===== src/rtl/neo_zmc2_pipe_if.sv =====
// Load/step/pixel bundle of the sprite serializer; the producer side (C-ROM mux) uses master,
// the serializer itself uses slave.
interface neo_zmc2_pipe_if #(
  parameter int BPP = 4,
  parameter int PIX = 8
);
  logic                 CLK_EN;
  logic                 LOAD;
  logic [BPP*PIX-1:0]   CR;
  logic                 H;
  logic                 EVEN;
  logic                 CLR_ERR;
  logic [BPP-1:0]       GAD;
  logic [BPP-1:0]       GBD;
  logic                 DOTA;
  logic                 DOTB;
  logic                 SHADOW_FREE;
  logic                 UNDERRUN;
  logic                 OVERRUN;

  modport master (
    output CLK_EN, LOAD, CR, H, EVEN, CLR_ERR,
    input  GAD, GBD, DOTA, DOTB, SHADOW_FREE, UNDERRUN, OVERRUN
  );

  modport slave (
    input  CLK_EN, LOAD, CR, H, EVEN, CLR_ERR,
    output GAD, GBD, DOTA, DOTB, SHADOW_FREE, UNDERRUN, OVERRUN
  );
endinterface


===== src/rtl/neo_zmc2_pipe.sv =====
// Sprite pixel-pair serializer with shadow/active double buffer; pair 0 visible two cycles after LOAD.
// No backpressure: an early LOAD overwrites the shadow (OVERRUN), a starved step emits 0 (UNDERRUN).
module neo_zmc2_pipe #(
  parameter int BPP    = 4,
  parameter int PIX    = 8,
  parameter bit PLANAR = 1'b1
) (
  input  logic             CLK,
  input  logic             RESET,
  neo_zmc2_pipe_if.slave   bus
);

  localparam int NP = PIX / 2;
  localparam int CW = (NP > 1) ? $clog2(NP) : 1;
  localparam int IW = $clog2(PIX);
  localparam int WW = BPP * PIX;

  typedef logic [BPP-1:0] pix_t;

  logic [WW-1:0] sh_cr;
  logic          sh_h;
  logic          sh_full;
  pix_t          sh_pix [PIX];

  pix_t          act_pix [PIX];
  logic          act_h;
  logic          act_on;
  logic [CW-1:0] cnt;
  logic          armed;

  pix_t          gad_q, gbd_q;
  logic          dota_q, dotb_q;
  logic          underrun_q, overrun_q;

  logic          adv, xfer, starve;
  logic [CW-1:0] pair_k;
  logic          src_h;
  logic [IW-1:0] two_k, idx_f, idx_s;
  pix_t          pix_f, pix_s, lane_a, lane_b;

  // Unpacking happens on the shadow so a transfer copies ready-made pixels.
  always_comb begin
    for (int i = 0; i < PIX; i++) begin
      for (int p = 0; p < BPP; p++) begin
        if (PLANAR)
          sh_pix[i][p] = sh_cr[p*PIX + i];
        else
          sh_pix[i][p] = sh_cr[i*BPP + p];
      end
    end
  end

  assign adv    = act_on && (cnt < CW'(NP - 1));
  assign xfer   = !adv && sh_full;
  assign starve = !adv && !sh_full;

  always_comb begin
    pair_k = '0;
    src_h  = sh_h;
    if (adv) begin
      pair_k = cnt + CW'(1);
      src_h  = act_h;
    end
  end

  // Flipped words walk from the right edge of the tile back to the left.
  always_comb begin
    two_k = IW'({pair_k, 1'b0});
    idx_f = two_k;
    idx_s = two_k + IW'(1);
    if (src_h) begin
      idx_f = IW'(PIX - 1) - two_k;
      idx_s = IW'(PIX - 2) - two_k;
    end
  end

  always_comb begin
    pix_f = sh_pix[idx_f];
    pix_s = sh_pix[idx_s];
    if (adv) begin
      pix_f = act_pix[idx_f];
      pix_s = act_pix[idx_s];
    end
    lane_a = bus.EVEN ? pix_s : pix_f;
    lane_b = bus.EVEN ? pix_f : pix_s;
  end

  // A LOAD coinciding with a transfer refills the shadow the transfer just vacated.
  always_ff @(posedge CLK or posedge RESET) begin
    if (RESET) begin
      sh_cr      <= '0;
      sh_h       <= 1'b0;
      sh_full    <= 1'b0;
      armed      <= 1'b0;
      underrun_q <= 1'b0;
      overrun_q  <= 1'b0;
    end else begin
      overrun_q <= bus.LOAD && sh_full && !(bus.CLK_EN && xfer);

      if (bus.LOAD) begin
        sh_cr   <= bus.CR;
        sh_h    <= bus.H;
        sh_full <= 1'b1;
      end else if (bus.CLK_EN && xfer) begin
        sh_full <= 1'b0;
      end

      if (bus.LOAD)
        armed <= 1'b1;
      else if (bus.CLR_ERR)
        armed <= 1'b0;

      if (bus.CLK_EN && starve && armed)
        underrun_q <= 1'b1;
      else if (bus.CLR_ERR)
        underrun_q <= 1'b0;
    end
  end

  always_ff @(posedge CLK or posedge RESET) begin
    if (RESET) begin
      for (int i = 0; i < PIX; i++) act_pix[i] <= '0;
      act_h  <= 1'b0;
      act_on <= 1'b0;
      cnt    <= '0;
      gad_q  <= '0;
      gbd_q  <= '0;
      dota_q <= 1'b0;
      dotb_q <= 1'b0;
    end else if (bus.CLK_EN) begin
      if (adv) begin
        cnt <= cnt + CW'(1);
      end else if (xfer) begin
        act_pix <= sh_pix;
        act_h   <= sh_h;
        cnt     <= '0;
        act_on  <= 1'b1;
      end else begin
        act_on  <= 1'b0;
      end

      if (starve) begin
        gad_q  <= '0;
        gbd_q  <= '0;
        dota_q <= 1'b0;
        dotb_q <= 1'b0;
      end else begin
        gad_q  <= lane_a;
        gbd_q  <= lane_b;
        dota_q <= |lane_a;
        dotb_q <= |lane_b;
      end
    end
  end

  assign bus.GAD         = gad_q;
  assign bus.GBD         = gbd_q;
  assign bus.DOTA        = dota_q;
  assign bus.DOTB        = dotb_q;
  assign bus.SHADOW_FREE = !sh_full;
  assign bus.UNDERRUN    = underrun_q;
  assign bus.OVERRUN     = overrun_q;

endmodule


===== src/flat_wrapper.sv =====
// flat-port wrapper written by rule: the top's interface ports become plain ports
module neo_zmc2_pipe_flat 
#(
  parameter int BPP    = 4,
  parameter int PIX    = 8,
  parameter bit PLANAR = 1'b1
)
  (CLK, RESET, bus_CLK_EN, bus_LOAD, bus_CR, bus_H, bus_EVEN, bus_CLR_ERR, bus_GAD, bus_GBD, bus_DOTA, bus_DOTB, bus_SHADOW_FREE, bus_UNDERRUN, bus_OVERRUN);
  neo_zmc2_pipe_if #(.BPP(BPP), .PIX(PIX)) bus_i ();
  input  logic CLK;
  input  logic RESET;
  input wire logic [$bits(bus_i.CLK_EN)-1:0] bus_CLK_EN;
  input wire logic [$bits(bus_i.LOAD)-1:0] bus_LOAD;
  input wire logic [$bits(bus_i.CR)-1:0] bus_CR;
  input wire logic [$bits(bus_i.H)-1:0] bus_H;
  input wire logic [$bits(bus_i.EVEN)-1:0] bus_EVEN;
  input wire logic [$bits(bus_i.CLR_ERR)-1:0] bus_CLR_ERR;
  output wire logic [$bits(bus_i.GAD)-1:0] bus_GAD;
  output wire logic [$bits(bus_i.GBD)-1:0] bus_GBD;
  output wire logic [$bits(bus_i.DOTA)-1:0] bus_DOTA;
  output wire logic [$bits(bus_i.DOTB)-1:0] bus_DOTB;
  output wire logic [$bits(bus_i.SHADOW_FREE)-1:0] bus_SHADOW_FREE;
  output wire logic [$bits(bus_i.UNDERRUN)-1:0] bus_UNDERRUN;
  output wire logic [$bits(bus_i.OVERRUN)-1:0] bus_OVERRUN;
  assign bus_i.CLK_EN = bus_CLK_EN;
  assign bus_i.LOAD = bus_LOAD;
  assign bus_i.CR = bus_CR;
  assign bus_i.H = bus_H;
  assign bus_i.EVEN = bus_EVEN;
  assign bus_i.CLR_ERR = bus_CLR_ERR;
  assign bus_GAD = bus_i.GAD;
  assign bus_GBD = bus_i.GBD;
  assign bus_DOTA = bus_i.DOTA;
  assign bus_DOTB = bus_i.DOTB;
  assign bus_SHADOW_FREE = bus_i.SHADOW_FREE;
  assign bus_UNDERRUN = bus_i.UNDERRUN;
  assign bus_OVERRUN = bus_i.OVERRUN;
  neo_zmc2_pipe #(.BPP(BPP), .PIX(PIX), .PLANAR(PLANAR)) u_core (.CLK(CLK), .RESET(RESET), .bus(bus_i));
endmodule

===== config.mk =====
export PLATFORM = sky130hd
export DESIGN_NAME = neo_zmc2_pipe_flat
export DESIGN_NICKNAME = d
export VERILOG_FILES = /design/src/rtl/neo_zmc2_pipe_if.sv /design/src/rtl/neo_zmc2_pipe.sv /design/src/flat_wrapper.sv
export SDC_FILE = /design/constraint.sdc
export NUM_CORES = 1
export LEC_CHECK = 0
export ABC_AREA = 1
export BUFFER_PORTS_ARGS = -buffer_cell sky130_fd_sc_hd__buf_2
export CORE_ASPECT_RATIO = 0.5
export CORE_MARGIN = 2
export CORE_UTILIZATION = 63
export CTS_CLUSTER_SIZE = 40
export DETAILED_ROUTE_END_ITERATION = 8
export PLACE_DENSITY = 0.87
export SETUP_SLACK_MARGIN = 0.1
export SLEW_MARGIN = 20
export SYNTH_ARGS = -nofsm -noshare
export SYNTH_HDL_FRONTEND = slang
export SYNTH_SLANG_ARGS = --single-unit

===== constraint.sdc =====
create_clock -name CLK -period 7 [get_ports CLK]
set_clock_uncertainty 0.2 [all_clocks]
set_input_delay 1.4 -clock CLK [delete_from_list [all_inputs] [get_ports CLK]]
set_output_delay 1.4 -clock CLK [all_outputs]
set_load 0.005 [all_outputs]

==> results.toml <==
[global_route]
grt_pass1_vias = 3851
antenna_found_initial = 0
grt_pass1_wl_um = 18800
grt_max_degree = 84
gr-total-overflow = 0
grt_usage_pct = 29.8

[finish]
drive_gt1_share_pct = 11.3
area_growth_pct = 12.1
fin_nets = 742
antennaDiodeCount = 0
fillerInstances = 568

[critical_path]
cp_data_arrival_time_ns = 4.00
criticalPathCategory = "flip-flop to flip-flop"
end_kind = "flip-flop"
required_ns = 7.03
critPathLaunchType = "flip-flop"
crit_fanout = 32

[job]
drv_cap = 0

[yosys]
yosysTopAreaCell = "dfrtp_1"
synth_ff_type = "dfrtp_1"
syn_area_um2 = 4610
ys_ff_latch = 83
yosys_warnings = 0
yosys.area.top_type_share_pct = 45.0
synthTopCellsByArea = "dfrtp_1 (45%), nand2_1 (20%), o21ai_0 (9.9%), nor2_1 (5.9%), nand3_1 (5.7%)"
synth_cell_types = 23
synth_nets = 714
syn_inst = 674
yosysSeqAreaShare_pct = 45.0
async_reset_ff_share_pct = 100
syn_area_per_cell_um2 = 6.84
synth_edf_count = 0

[cts]
cts_setup_buffers = 0
cts-resized-gates = 0
cts_made_buffers = 9
ctsLongestPathBuffers = 2
clock_sinks = 83
clock_latency_ns = 0.34
cts_tree = "done"
cts.reportedPaths.clkPinSlew_ns = 0.06
ctsHoldBuffers = 0
h-tree-depth = 3
cts-root-buf = "clkbuf_16"

[place]
io_buffers = 51
pre_cts_ws_ns = 3.13
gp_congestion = 0.947
hpwl_um = 7720

[die]
core_area_um2 = 6880
die_x_um = 125
initial_core_util_pct = 67.0
num_rows = 21
io_pins = 52
die_h_um = 64.5
die_area_um2 = 8060

[timing]
setup_viol = 0
fmax_ghz = 0.252
finalHoldViolCount = 0
finalSetupTns_ns = 0
slew_viol_final = 0
slew-limit-headroom_pct = 31.3
hold_ws_ns = 0.287
finalCritPeriodShare_pct = 56.6
rsz0062_at_grt = "no"
setup_ws_ns = 3.04
worst_pin_slew_ns = 1.03
final_period_minus_worst_setup_slack_ns = 3.96

[detailed_routing]
antenna_left = 0
vias_per_cell = 5.52
route.vias.total = 4407
wl_per_cell_um = 14.2
wl_um = 11300
post-route-drc-count = 0
drtPass1Iterations = 8
drtIter0Drc = 617

[status]
status = "completed"

[power]
p_leak_nw = 2.70
p_per_area_nw_per_um2 = 484
irDropWorstVdd_v = 0.000256
p_total_mw = 2.50

[worst_hold_path]
hp-class = "flip-flop to flip-flop"
-- state kept, by name, indices dropped and copies added, names as in the netlist --
name,count
u_core.act_pix,32
u_core.sh_cr,32
u_core.bus.GAD,4
u_core.bus.GBD,4
u_core.cnt,2
u_core.act_h,1
u_core.act_on,1
u_core.armed,1
u_core.bus.DOTA,1
u_core.bus.DOTB,1
u_core.bus.OVERRUN,1
u_core.bus.UNDERRUN,1
u_core.sh_full,1
u_core.sh_h,1
-- where the power goes --
group	leakage (nW)	switching, mW	internal [mW]	total, mW
combinational	1.53	0.864	0.403	1.27
clock	0.141	0.194	0.312	0.506
sequential	1.03	0.108	0.620	0.729
-- cell usage after synthesis (2+ instances only) --
cell type  count
nor2_1        73
buf_2         13
inv_2          2
inv_1         58
a21oi_1        4
clkbuf_1      22
nand3b_1       2
nand2_2        2
buf_4          2
nand4_1        4
nand2_1      249
o21ai_0       91
nand3_1       53
dfrtp_1       83
a22o_1         8
-- critical path, cell delays in order, from the launching register on --
cell and delay, ns:
dfrtp_1 0.41, ha_1 0.23, inv_1 0.12, nand3_1 0.66
nor2_2 0.71, buf_4 0.34, inv_1 0.06, nand2_1 0.08
inv_2 0.19, nand2_1 0.13, nand2_1 0.06, nand3_1 0.09
nand2_1 0.10, nand2_1 0.07, nand2_1 0.09, nor2_1 0.12
nand2_1 0.06, nand2_1 0.06, nand2_1 0.05
-- logic make-up (layout without fill, tap and decap cells) --
group	Yosys count	in the layout	share of synthesized area [%]
buffers and inverters	99	132	8.73
and+or+nand+nor	387	387	34.0
AOI/OAI and AO/OA	104	104	11.9
adders and majority gates	1	1	0.271
DFF	83	83	45.0
-- worst paths after layout --
path | slack (ns) | startpoint | cells past startpoint | to
setup / recovery | 3.04 | u_core.cnt[0] | 18 | u_core.bus.DOTB
min in group asynchronous | 1.04 | RESET | 3 | u_core.bus.GBD[1]
hold reg to reg | 0.29 | u_core.bus.DOTB | 2 | u_core.bus.DOTB
max in group asynchronous | 5.03 | RESET | 3 | u_core.act_pix[4]
hold / removal | 0.29 | u_core.bus.DOTB | 2 | u_core.bus.DOTB
setup reg to reg | 3.04 | u_core.cnt[0] | 18 | u_core.bus.DOTB
-- cells in the final DEF, fill, tap and decap left out, drive strengths merged --
| master | count |
|---|---|
| a21oi | 4 |
| a22o | 8 |
| buf | 56 |
| bufinv | 2 |
| clkbuf | 10 |
| clkinv | 1 |
| clkinvlp | 4 |
| dfrtp | 83 |
| ha | 1 |
| inv | 59 |
| nand2 | 252 |
| nand3 | 55 |
| nand3b | 2 |
| nand4 | 4 |
| nor2 | 73 |
| nor3 | 1 |
| o21ai | 92 |
-- cell type report --
cell class	instances	area [um2]	share of cell area [%]
clock buffers	10	229	4.43
well taps	92	115	2.23
flip-flops and latches	83	2080	40.2
inverters	60	226	4.38
clock inverters	6	90.1	1.74
repair buffers	56	297	5.74
multi-input cells	492	2140	41.3
-- metal layers --
layer	global-route usage, %	part of all wire [%]	up-vias
li1	-	-	2179
met1	44.1	46	1989
met2	44.0	42	216
met3	8.01	10	23
met4	6.67	1.4	0
met5	0	0	-
-- stage by stage --
| stage | instance area, um2 | util [%] | instances |
|---|---|---|---|
| 2_1_floorplan | 4610 | - | 674 |
| 3_3_place_gp | 4850 | 70.4 | 783 |
| 3_5_place_dp | 4850 | 70.4 | 783 |
| 4_1_cts | 5170 | 75.0 | 799 |
| 5_1_grt | 5170 | 75.1 | 799 |
| 6_report | 5170 | 75.1 | 799 |
Power figures use the tool's default switching activity.
